--- config.mk ---
export PLATFORM = sky130hd
export DESIGN_NAME = apb_fifo_slave
export DESIGN_NICKNAME = d
export VERILOG_FILES = /design/src/rtl/apb_fifo_slave_pkg.sv /design/src/rtl/apb_fifo_slave_fifo.sv /design/src/rtl/apb_fifo_slave.sv
export SDC_FILE = /design/constraint.sdc
export NUM_CORES = 1
export LEC_CHECK = 0
export CORE_MARGIN = 2
export CORE_UTILIZATION = 45
export CTS_CLUSTER_DIAMETER = 200
export DETAILED_ROUTE_END_ITERATION = 7
export GPL_TIMING_DRIVEN = 0
export HOLD_SLACK_MARGIN = 0.05
export PLACE_DENSITY = 0.75
export SKIP_CTS_REPAIR_TIMING = 1
export SYNTH_ARGS = -nofsm -noshare
export SYNTH_HDL_FRONTEND = slang
export SYNTH_SLANG_ARGS = --single-unit
export TNS_END_PERCENT = 50
--- constraint.sdc ---
create_clock -name clk -period 5.8 [get_ports clk]
set_input_delay 1.45 -clock clk [delete_from_list [all_inputs] [get_ports clk]]
set_output_delay 1.45 -clock clk [all_outputs]
set_load 0.1 [all_outputs]
--- src/rtl/apb_fifo_slave_pkg.sv ---
// Shared definitions for the APB FIFO slave: register map, bit positions,
// bus tracker states and the address decoder.
package apb_fifo_slave_pkg;

   localparam int FIFO_DEPTH = 8;
   localparam int LVL_W      = $clog2(FIFO_DEPTH) + 1;

   localparam logic [7:0] ADDR_CTRL    = 8'h00;
   localparam logic [7:0] ADDR_STATUS  = 8'h04;
   localparam logic [7:0] ADDR_TXDATA  = 8'h08;
   localparam logic [7:0] ADDR_SCRATCH = 8'h0C;
   localparam logic [7:0] ADDR_PUSHCNT = 8'h10;

   localparam int CTRL_EN    = 0;
   localparam int CTRL_FLUSH = 1;
   localparam int ST_EMPTY   = 4;
   localparam int ST_FULL    = 5;
   localparam int ST_OVF     = 8;
   localparam int ST_PERR    = 9;

   typedef enum logic [1:0] {IDLE, SETUP, ACCESS} bus_state_e;

   typedef enum logic [2:0] {
      REG_CTRL, REG_STATUS, REG_TXDATA, REG_SCRATCH, REG_PUSHCNT, REG_NONE
   } reg_sel_e;

   // The two low address bits are don't-care, so decode on word address.
   function automatic reg_sel_e decode(input logic [7:0] addr);
      case ({addr[7:2], 2'b00})
         ADDR_CTRL:    return REG_CTRL;
         ADDR_STATUS:  return REG_STATUS;
         ADDR_TXDATA:  return REG_TXDATA;
         ADDR_SCRATCH: return REG_SCRATCH;
         ADDR_PUSHCNT: return REG_PUSHCNT;
         default:      return REG_NONE;
      endcase
   endfunction

endpackage

--- src/rtl/apb_fifo_slave_fifo.sv ---
// Synchronous FIFO with flush and a registered head word; push is assumed
// pre-qualified by the caller (never issued when full without a pop).
module apb_fifo_slave_fifo #(
   parameter int DEPTH  = 8,
   parameter int DATA_W = 32
) (
   input  logic                     clk,
   input  logic                     rst_n,
   input  logic                     i_push,
   input  logic                     i_pop,
   input  logic                     i_flush,
   input  logic [DATA_W-1:0]        i_wdata,
   output logic [DATA_W-1:0]        o_head,
   output logic [$clog2(DEPTH):0]   o_level,
   output logic                     o_full,
   output logic                     o_empty
);
   localparam int PTR_W = $clog2(DEPTH);
   localparam int LW    = PTR_W + 1;

   logic [DATA_W-1:0] r_mem [DEPTH];
   logic [PTR_W-1:0]  r_rd, r_wr, w_rd_nxt;
   logic [LW-1:0]     r_cnt, w_cnt_nxt;
   logic [DATA_W-1:0] r_head, w_head_nxt;
   logic              w_push, w_pop;

   assign w_push  = i_push && !i_flush;
   assign w_pop   = i_pop && !o_empty && !i_flush;
   assign o_level = r_cnt;
   assign o_full  = (r_cnt == LW'(DEPTH));
   assign o_empty = (r_cnt == '0);
   assign o_head  = r_head;

   // Next head: the slot being written this cycle bypasses the array.
   always_comb begin
      w_rd_nxt   = r_rd + PTR_W'(w_pop);
      w_cnt_nxt  = r_cnt + LW'(w_push) - LW'(w_pop);
      w_head_nxt = r_mem[w_rd_nxt];
      if (i_flush || w_cnt_nxt == '0) begin
         w_head_nxt = '0;
      end else if (w_push && w_rd_nxt == r_wr) begin
         w_head_nxt = i_wdata;
      end
   end

   always_ff @(posedge clk or negedge rst_n) begin
      if (!rst_n) begin
         r_rd   <= '0;
         r_wr   <= '0;
         r_cnt  <= '0;
         r_head <= '0;
      end else begin
         r_head <= w_head_nxt;
         if (i_flush) begin
            r_rd  <= '0;
            r_wr  <= '0;
            r_cnt <= '0;
         end else begin
            r_rd  <= w_rd_nxt;
            r_cnt <= w_cnt_nxt;
            if (w_push) r_wr <= r_wr + 1'b1;
         end
      end
   end

   always_ff @(posedge clk) begin
      if (w_push) r_mem[r_wr] <= i_wdata;
   end

endmodule

--- src/rtl/apb_fifo_slave.sv ---
// APB2 slave with a register bank and a write-data FIFO drained by a
// valid/ready stream; illegal bus sequences set sticky perr and never execute.
module apb_fifo_slave
   import apb_fifo_slave_pkg::*;
#(
   parameter int DEPTH = FIFO_DEPTH
) (
   input  logic        clk,
   input  logic        rst_n,
   input  logic [7:0]  paddr,
   input  logic        pwrite,
   input  logic        psel,
   input  logic        penable,
   input  logic [31:0] pwdata,
   output logic [31:0] prdata,
   output logic        out_valid,
   output logic [31:0] out_data,
   input  logic        out_ready
);
   localparam int LW = $clog2(DEPTH) + 1;

   bus_state_e    r_state, w_state_nxt;
   logic [5:0]    r_addr;
   logic          r_wr;
   logic [31:0]   r_prdata, r_scratch, w_rdata, w_status;
   logic [15:0]   r_pushcnt;
   logic          r_en, r_ovf, r_perr;
   logic          w_latch, w_exec, w_perr_bus;
   logic          w_wr_exec, w_flush, w_push_req, w_push_ok, w_pop, w_ovf_set;
   logic          w_full, w_empty;
   logic [LW-1:0] w_level;
   reg_sel_e      w_wsel;

   always_ff @(posedge clk or negedge rst_n) begin
      if (!rst_n) r_state <= IDLE;
      else        r_state <= w_state_nxt;
   end

   always_comb begin
      w_state_nxt = r_state;
      w_latch     = 1'b0;
      w_exec      = 1'b0;
      w_perr_bus  = 1'b0;
      case (r_state)
         IDLE: begin
            if (psel && !penable) begin
               w_state_nxt = SETUP;
               w_latch     = 1'b1;
            end else if (psel && penable) begin
               w_perr_bus  = 1'b1;
            end
         end
         SETUP: begin
            if (!psel) begin
               w_state_nxt = IDLE;
               w_perr_bus  = 1'b1;
            end else if (!penable) begin
               w_latch     = 1'b1;
            end else begin
               w_state_nxt = ACCESS;
               if (paddr[7:2] == r_addr && pwrite == r_wr) w_exec = 1'b1;
               else                                         w_perr_bus = 1'b1;
            end
         end
         ACCESS: begin
            if (!psel) begin
               w_state_nxt = IDLE;
            end else if (!penable) begin
               w_state_nxt = SETUP;
               w_latch     = 1'b1;
            end else begin
               w_perr_bus  = 1'b1;
            end
         end
         default: w_state_nxt = IDLE;
      endcase
   end

   assign w_wsel     = decode({r_addr, 2'b00});
   assign w_wr_exec  = w_exec && r_wr;
   assign w_flush    = w_wr_exec && (w_wsel == REG_CTRL) && pwdata[CTRL_FLUSH];
   assign out_valid  = r_en && !w_empty;
   assign w_pop      = out_valid && out_ready && !w_flush;
   assign w_push_req = w_wr_exec && (w_wsel == REG_TXDATA);
   assign w_push_ok  = w_push_req && (!w_full || w_pop);
   assign w_ovf_set  = w_push_req && !w_push_ok;
   assign prdata     = r_prdata;

   always_comb begin
      w_status              = '0;
      w_status[LW-1:0]      = w_level;
      w_status[ST_EMPTY]    = w_empty;
      w_status[ST_FULL]     = w_full;
      w_status[ST_OVF]      = r_ovf;
      w_status[ST_PERR]     = r_perr;
   end

   always_comb begin
      w_rdata = '0;
      case (decode(paddr))
         REG_CTRL:    w_rdata = {31'b0, r_en};
         REG_STATUS:  w_rdata = w_status;
         REG_SCRATCH: w_rdata = r_scratch;
         REG_PUSHCNT: w_rdata = {16'b0, r_pushcnt};
         default:     w_rdata = '0;
      endcase
   end

   // Set events take priority over a same-cycle W1C clear.
   always_ff @(posedge clk or negedge rst_n) begin
      if (!rst_n) begin
         r_addr    <= '0;
         r_wr      <= 1'b0;
         r_prdata  <= '0;
         r_en      <= 1'b0;
         r_scratch <= '0;
         r_pushcnt <= '0;
         r_ovf     <= 1'b0;
         r_perr    <= 1'b0;
      end else begin
         if (w_latch) begin
            r_addr <= paddr[7:2];
            r_wr   <= pwrite;
            if (!pwrite) r_prdata <= w_rdata;
         end
         if (w_wr_exec && w_wsel == REG_CTRL)    r_en      <= pwdata[CTRL_EN];
         if (w_wr_exec && w_wsel == REG_SCRATCH) r_scratch <= pwdata;
         if (w_push_ok)                          r_pushcnt <= r_pushcnt + 16'd1;
         if (w_ovf_set)
            r_ovf <= 1'b1;
         else if (w_wr_exec && w_wsel == REG_STATUS && pwdata[ST_OVF])
            r_ovf <= 1'b0;
         if (w_perr_bus)
            r_perr <= 1'b1;
         else if (w_wr_exec && w_wsel == REG_STATUS && pwdata[ST_PERR])
            r_perr <= 1'b0;
      end
   end

   apb_fifo_slave_fifo #(
      .DEPTH  (DEPTH),
      .DATA_W (32)
   ) u_fifo (
      .clk     (clk),
      .rst_n   (rst_n),
      .i_push  (w_push_ok),
      .i_pop   (w_pop),
      .i_flush (w_flush),
      .i_wdata (pwdata),
      .o_head  (out_data),
      .o_level (w_level),
      .o_full  (w_full),
      .o_empty (w_empty)
   );

endmodule

## Word level (Yosys, flattened, before mapping)

Memory sizes are Yosys's and may differ from the RTL's.
Cells that the tools add are included.

| word-level totals | value |
|---|---|
| flip-flop bits (word level) | 134 |
| input bits | 46 |
| memory bits (writable) | 256 |
| memories | 1 |

Memories:

| name | words | width | read ports | clocked after memory_dff | wr ports | RTL line | text |
|---|---|---|---|---|---|---|---|
| u_fifo.r_mem | 8 | 32 | 1 | 0 | 1 | apb_fifo_slave_fifo.sv:21 | `logic [DATA_W-1:0] r_mem [DEPTH];` |

| operators by class | value |
|---|---|
| equality and inequality tests | 23 |
| add/sub/neg operators | 5 |
| multiplexer cells | 37 |
| bitwise operators | 1 |
| reductions and logical operators | 40 |

Operator list:

| kind | count |
|---|---|
| $pmux 32 s4 | 1 |
| $mux 32 | 2 |
| $pmux 3 s5 | 2 |
| $eq 6x2->1 const B | 4 |
| $logic_and 1x1->1 | 20 |
| $mux 1 | 20 |
| $add 16x1->16 const B | 1 |
| $eq 6x1->1 const B | 2 |
| $eq 6x3->1 const B | 2 |
| $logic_not 6->1 | 2 |
| $mux 2 | 5 |
| $eq 3x2->1 const B | 3 |
| $mux 3 | 3 |
| $logic_not 4->1 | 2 |
| $eq 3x1->1 const B | 2 |
| $eq 6x6->1 | 1 |
| $logic_not 3->1 | 2 |
| $ne 3x3->1 const B | 2 |
| $pmux 2 s3 | 1 |
| $reduce_bool 2->1 | 3 |
| $logic_not 1->1 | 5 |
| $add 4x1->4 | 1 |
| $eq 4x4->1 const B | 1 |
| $mux 4 | 1 |
| other kinds (17) | 18 |

## Logic depth before layout (Yosys ltp)

Gate-level depths: netlist (run 1).

| logic depth | value |
|---|---|
| word-level depth | 19 |
| gate-level depth with buffers | 16 |
| mapped depth without buffers | 14 |

## Hierarchy

Synthesis (run 1) repeated with hierarchy kept, for this count alone.

| unflattened totals | value |
|---|---|
| cell total of the unflattened synthesis | 1168 |
| area total of the unflattened synthesis | 16478.3 sq um |

Modules (own cells, without submodules):

| module | cells each | area an instance (sq um) | sequential area each (sq um) | times used |
|---|---|---|---|---|
| apb_fifo_slave_fifo | 804 | 12254.3 | 8738.4 | 1 |
| apb_fifo_slave | 364 | 4224.1 | 2302.2 | 1 |

## Worst setup path before layout (run 1)

No wires, ideal clock.

| timing path | value |
|---|---|
| kind | input to register |
| start point | input psel |
| end point | memory u_fifo.r_mem[0][0], enable pin |
| path slack | 702 ps |
| stages on the path | 6 |
| arrival | 4637 ps |
| required time | 5339 ps |
| path buffers | 0 |
| cells stage by stage | nand4_1 nor4_4 nand4_2 inv_1 nand2_1 nor3_1 |

| between the ends | value |
|---|---|
| cells in the longest elaborated chain, start to end | 12 |
| elaborated cells on any way between the ends | 13 |

RTL lines:

| what | RTL line | text |
|---|---|---|
| start: declaration | apb_fifo_slave.sv:12 | `input logic psel,` |
| $mux 1 * | apb_fifo_slave.sv:54 | `if (!psel) begin` |
| $mux 1 * | apb_fifo_slave.sv:44 | `case (r_state)` |
| $logic_and 1x1->1 * | apb_fifo_slave.sv:80 | `assign w_wr_exec = w_exec && r_wr;` |
| $logic_and 1x1->1 (2 in series) | apb_fifo_slave.sv:81 | `assign w_flush = w_wr_exec && (w_wsel == REG_CTRL) && pwdata[CTRL_FLUSH];` |
| $logic_not 1->1 | apb_fifo_slave_fifo.sv:27, apb_fifo_slave.sv:83 |  |
| $logic_and 1x1->1 | apb_fifo_slave.sv:83 | `assign w_pop = out_valid && out_ready && !w_flush;` |
| $logic_or 1x1->1 | apb_fifo_slave.sv:85 | `assign w_push_ok = w_push_req && (!w_full \|\| w_pop);` |
| $logic_and 1x1->1 | apb_fifo_slave.sv:85 |  |
| $logic_and 1x1->1 * | apb_fifo_slave_fifo.sv:27 | `assign w_push = i_push && !i_flush;` |
| $mux 1 * | apb_fifo_slave_fifo.sv:67 | `if (w_push) r_mem[r_wr] <= i_wdata;` |
| $mux 1 (not written as such) * | apb_fifo_slave_fifo.sv:67 |  |
| end: declaration | apb_fifo_slave_fifo.sv:21 |  |

Every way passes the cells marked *; elsewhere a longest branch is shown, timed or not.

## Worst setup path in the final report (run 1)

| timing path | value |
|---|---|
| start point | input psel |
| end point | register u_fifo.r_head[16], in the netlist u_fifo.o_head[16] |

| between the ends | value |
|---|---|
| cells in the longest elaborated chain, start to end | 15 |
| elaborated cells on any way between the ends | 23 |

RTL lines:

| what | RTL line | text |
|---|---|---|
| $mux 1 * | apb_fifo_slave.sv:54 |  |
| $mux 1 * | apb_fifo_slave.sv:44 |  |
| $logic_and 1x1->1 * | apb_fifo_slave.sv:80 |  |
| $logic_and 1x1->1 (2 in series) | apb_fifo_slave.sv:81 |  |
| $logic_not 1->1 | apb_fifo_slave_fifo.sv:27, apb_fifo_slave_fifo.sv:28, apb_fifo_slave.sv:83 |  |
| $logic_and 1x1->1 | apb_fifo_slave.sv:83 |  |
| $logic_or 1x1->1 | apb_fifo_slave.sv:85 |  |
| $logic_and 1x1->1 | apb_fifo_slave.sv:85 |  |
| $logic_and 1x1->1 | apb_fifo_slave_fifo.sv:27 |  |
| $add 4x1->4 | apb_fifo_slave_fifo.sv:37 | `w_cnt_nxt = r_cnt + LW'(w_push) - LW'(w_pop);` |
| $sub 4x1->4 | apb_fifo_slave_fifo.sv:37 |  |
| $logic_not 4->1 | apb_fifo_slave_fifo.sv:39 | `if (i_flush \|\| w_cnt_nxt == '0) begin` |
| $logic_or 1x1->1 | apb_fifo_slave_fifo.sv:39 |  |
| $mux 32 * | apb_fifo_slave_fifo.sv:39 |  |
| named net u_fifo.w_head_nxt[16] | apb_fifo_slave_fifo.sv:24 | `logic [DATA_W-1:0] r_head, w_head_nxt;` |
| end signal: assignment | apb_fifo_slave_fifo.sv:53 | `r_head <= w_head_nxt;` |
| end: declaration | apb_fifo_slave_fifo.sv:24 |  |

The timed path passes the listed nets; every way through them passes the cells marked *.
A chain may end at the register's enable or synchronous reset.

==> flow_summary.ini, run 1 <==
[outcome]
outcome = finished clean

[yosys]
synth.net_count = 971
synth_area_leaders = edfxtp_1 49%, dfrtp_1 21%, mux4_2 9.2%
ys_ff_latch = 390
synth.most_common_cell = edfxtp_1
syn_area_per_cell_um2 = 17.30
synth.largest_area_cell = edfxtp_1
syn_inst = 910
synthDistinctLibCells = 56
synth_top_area_share = 0.4884
ys_seq_area_frac = 0.7014
async_flop_share = 0.3436
netlist_area_um2 = 15740
synth_flop_cell = edfxtp_1
ys_warn_count = 0
synth_enable_flop_cells = 256
synth_common_cells = 256 x edfxtp_1, 134 x dfrtp_1, 64 x mux4_2

[cts]
cts_tree = done
root_buffer = clkbuf_16
htreeDepth = 2
clk_latency_ns = 0.53
numCtsBuffers = 39
clk_path_buf_depth = 3
clk_pin_slew_ns = 0.06
cts_num_sinks = 390

[finish]
drive_above_1_share = 0.1995
syn2layout_area_growth_pct = 20.38
diodes = 0
final_cell_count_no_fill = 1558
fin_area_um2 = 18950
nets = 1134
fill_cells = 2652

[sta]
clock.fmax_mhz = 182.8
hold_slack_ns = 0.4791
setup_viol = 0
worstMarginPinSlew_ns = 1.082
final.min_clock_period_ns = 5.470
final_max_slew_viol_count = 0
rsz0062_at_grt = no
max_slew_margin = 0.2785
hold_viol = 0
fin_setup_tns_ns = 0
worst_clock_skew_ns = 0.01336
fin_crit_sh = 0.9430

[setup_path]
cp-end-kind = register
worstPathArrival_ns = 5.89
crit_chain = clkdlybuf4s50_1, nand4_1, nor4_4, and4_1, clkbuf_1, nor2_1, ha_1, ha_1, xor2_2, clkbuf_1, mux2i_1, o21ai_0, o211a_1
critPathLaunchType = input pin
critical-path-max-stage-delay_ns = 0.79
cpMaxStageDelayCell = clkbuf_1
path_max_fanout = 10
worst_ep_required_time_ns = 6.22
reg2reg_slack_ns = 1.11
crit_type = in2reg

[pwr]
p_leak_uw = 0.006879
p_int_uw = 4532
p_sw_frac = 0.2247
clock_power_share = 0.415
power_density_nw_per_um2 = 308.5
power.net_switching_uw = 1314
seqPwrFrac = 0.522
ir_worst_vdd_v = 0.0002045
power.share.combinational = 0.064

[die]
die_y_um = 191.0
core-area_um2 = 34460
num_io_pins = 111
rows = 68
dieArea_um2 = 36490
start_util = 0.4568
dieWidth_um = 191.0

[worst_hold_path]
hp-class = reg2reg

[placement]
hpwl_um = 23470
placed_area_um2 = 17700
dp_cells = 1487
gp_congestion = 0.8128
io_buffers = 108

[global_routing]
grt-ovfl-total = 0
grt_pass1_vias = 9247
grt_pass1_wl_um = 55170
grt_antenna_before_repair = 1
grt_max_degree = 73
grt_usage = 0.2025

[run]
cap_violations = 0

[drt]
num_vias = 8824
wl_um = 36380
vias_per_cell = 5.664
drc_errors = 0
dr.pass1.iters = 5
ant_nets = 0
wire_per_inst_um = 23.35
drt_iter0_drc = 737
-- power groups by stage --
| stage | clock network [µW] | logic [µW] | registers [µW] |
|---|---|---|---|
| 5_1_grt | 2570 | 409 | 3050 |
| 4_1_cts | 2460 | 372 | 3050 |
| 6_report | 2430 | 372 | 3050 |
| 3_3_place_gp | 0 | 355 | 3100 |
| 2_1_floorplan | 0 | 211 | 3110 |
| 3_5_place_dp | 0 | 370 | 3100 |
-- final timing paths --
path                                              from                           to  cells past startpoint
worst min-delay path             prdata[3]$_DFFE_PN0P_        prdata[3]$_DFFE_PN0P_                      2
max in group asynchronous                        rst_n  u_fifo.o_head[26]$_DFF_PN0_                      2
worst max-delay path                              psel  u_fifo.o_head[16]$_DFF_PN0_                     13
worst max register to register  r_state[1]$_DFFE_PN0P_  u_fifo.o_head[16]$_DFF_PN0_                     14
min in group asynchronous                        rst_n        r_addr[5]$_DFFE_PN0P_                      1
worst min register to register   prdata[3]$_DFFE_PN0P_        prdata[3]$_DFFE_PN0P_                      2
-- layout by cell type (no fill, tap or decap), types with 13 or more instances in the layout --
cell type	netlist	routed
ha_1	14	14
dfrtp_1	134	134
clkbuf_16	0	39
o211a_1	32	32
nor2_1	28	22
edfxtp_1	256	256
nand2_1	40	40
mux4_2	64	64
xor2_1	19	18
inv_1	18	18
mux2i_1	38	38
clkbuf_1	27	30
o21ai_0	47	47
clkdlybuf4s50_1	0	107
nand3_1	13	13
mux2_2	40	40
a22o_1	17	17
-- final cells by class --
type / count / area, µm² / share of cell area
plain buffers: 48 / 250.2 / 0.01321
clock buffers: 58 / 1117 / 0.05896
well taps: 455 / 569.3 / 0.03004
inverters: 18 / 67.56 / 0.003566
repair buffers: 122 / 1331 / 0.07025
multi-input cells: 454 / 4466 / 0.2357
flip-flops and latches: 390 / 11040 / 0.5826
clock inverters: 13 / 107.6 / 0.005678
-- per-stage QoR --
| step | utilization | setup WS, ns | total power (µW) |
|---|---|---|---|
| 3_3_place_gp | 0.5047 | -2.595 | 3458 |
| 5_1_grt | 0.5499 | 0.03202 | 6034 |
| 4_1_cts | 0.5491 | 0.01671 | 5883 |
| 2_1_floorplan | - | 0.7023 | 3325 |
| 3_5_place_dp | 0.5136 | -0.5504 | 3474 |
| 6_report | 0.5499 | 0.3304 | 5846 |
-- logic make-up (layout without fill, tap and decap cells) --
| kind of cell | after synthesis | in the layout | synth area share |
|---|---|---|---|
| flops | 390 | 390 | 0.7014 |
| mux | 143 | 143 | 0.1451 |
| compound gates | 137 | 137 | 0.06216 |
| simple gates | 130 | 130 | 0.04348 |
| buf+inv | 66 | 259 | 0.01939 |
| xor+xnor | 29 | 29 | 0.01614 |
| fa+ha+maj | 15 | 15 | 0.01240 |
-- worst max-delay path: cells and delay by family --
| kind | cells | cell delay (ns) |
|---|---|---|
| xor gates and xnor gates | 1 | 0.45 |
| AOI/OAI and AO/OA | 2 | 0.33 |
| muxes | 1 | 0.27 |
| and+or+nand+nor | 4 | 1.14 |
| buffers and inverters | 3 | 1.78 |
| adders and majority gates | 2 | 0.45 |
-- layer usage --
| metal | track usage | routed length, µm | up-vias |
|---|---|---|---|
| met4 | 0.07841 | 1163 | 2 |
| met5 | 0 | 11 | - |
| met2 | 0.3318 | 17840 | 274 |
| met3 | 0.03507 | 2038 | 66 |
| met1 | 0.2715 | 15330 | 4604 |
| li1 | - | - | 3878 |
-- sequential cells by signal, summed over array words and instances (netlist names), 2 cells and up --
signal and cells:
r_state 2, u_fifo.o_level 4, r_addr 6, u_fifo.o_head 32, r_pushcnt 16, u_fifo.r_rd 3, u_fifo.r_mem 256, r_scratch 32
u_fifo.r_wr 3, prdata 32
Power figures use the tool's default switching activity.
==> inputs of run 2 (changes only) <==
--- a/config.mk
+++ b/config.mk
@@ -6,4 +6,5 @@
 export NUM_CORES = 1
 export LEC_CHECK = 0
+export CAP_MARGIN = 5
 export CORE_MARGIN = 2
 export CORE_UTILIZATION = 45
==> constraint.sdc (replaced) <==
create_clock -name clk -period 5.8 [get_ports clk]
set_input_delay 1.45 -clock clk [delete_from_list [all_inputs] [get_ports clk]]
set_output_delay 1.45 -clock clk [all_outputs]
set_load 0.05 [all_outputs]
==> results of run 2 <==
Same layout as run 1 (identical final DEF). Status: finished clean.
Main changes from that run: total power 5846 µW -> 5836 µW
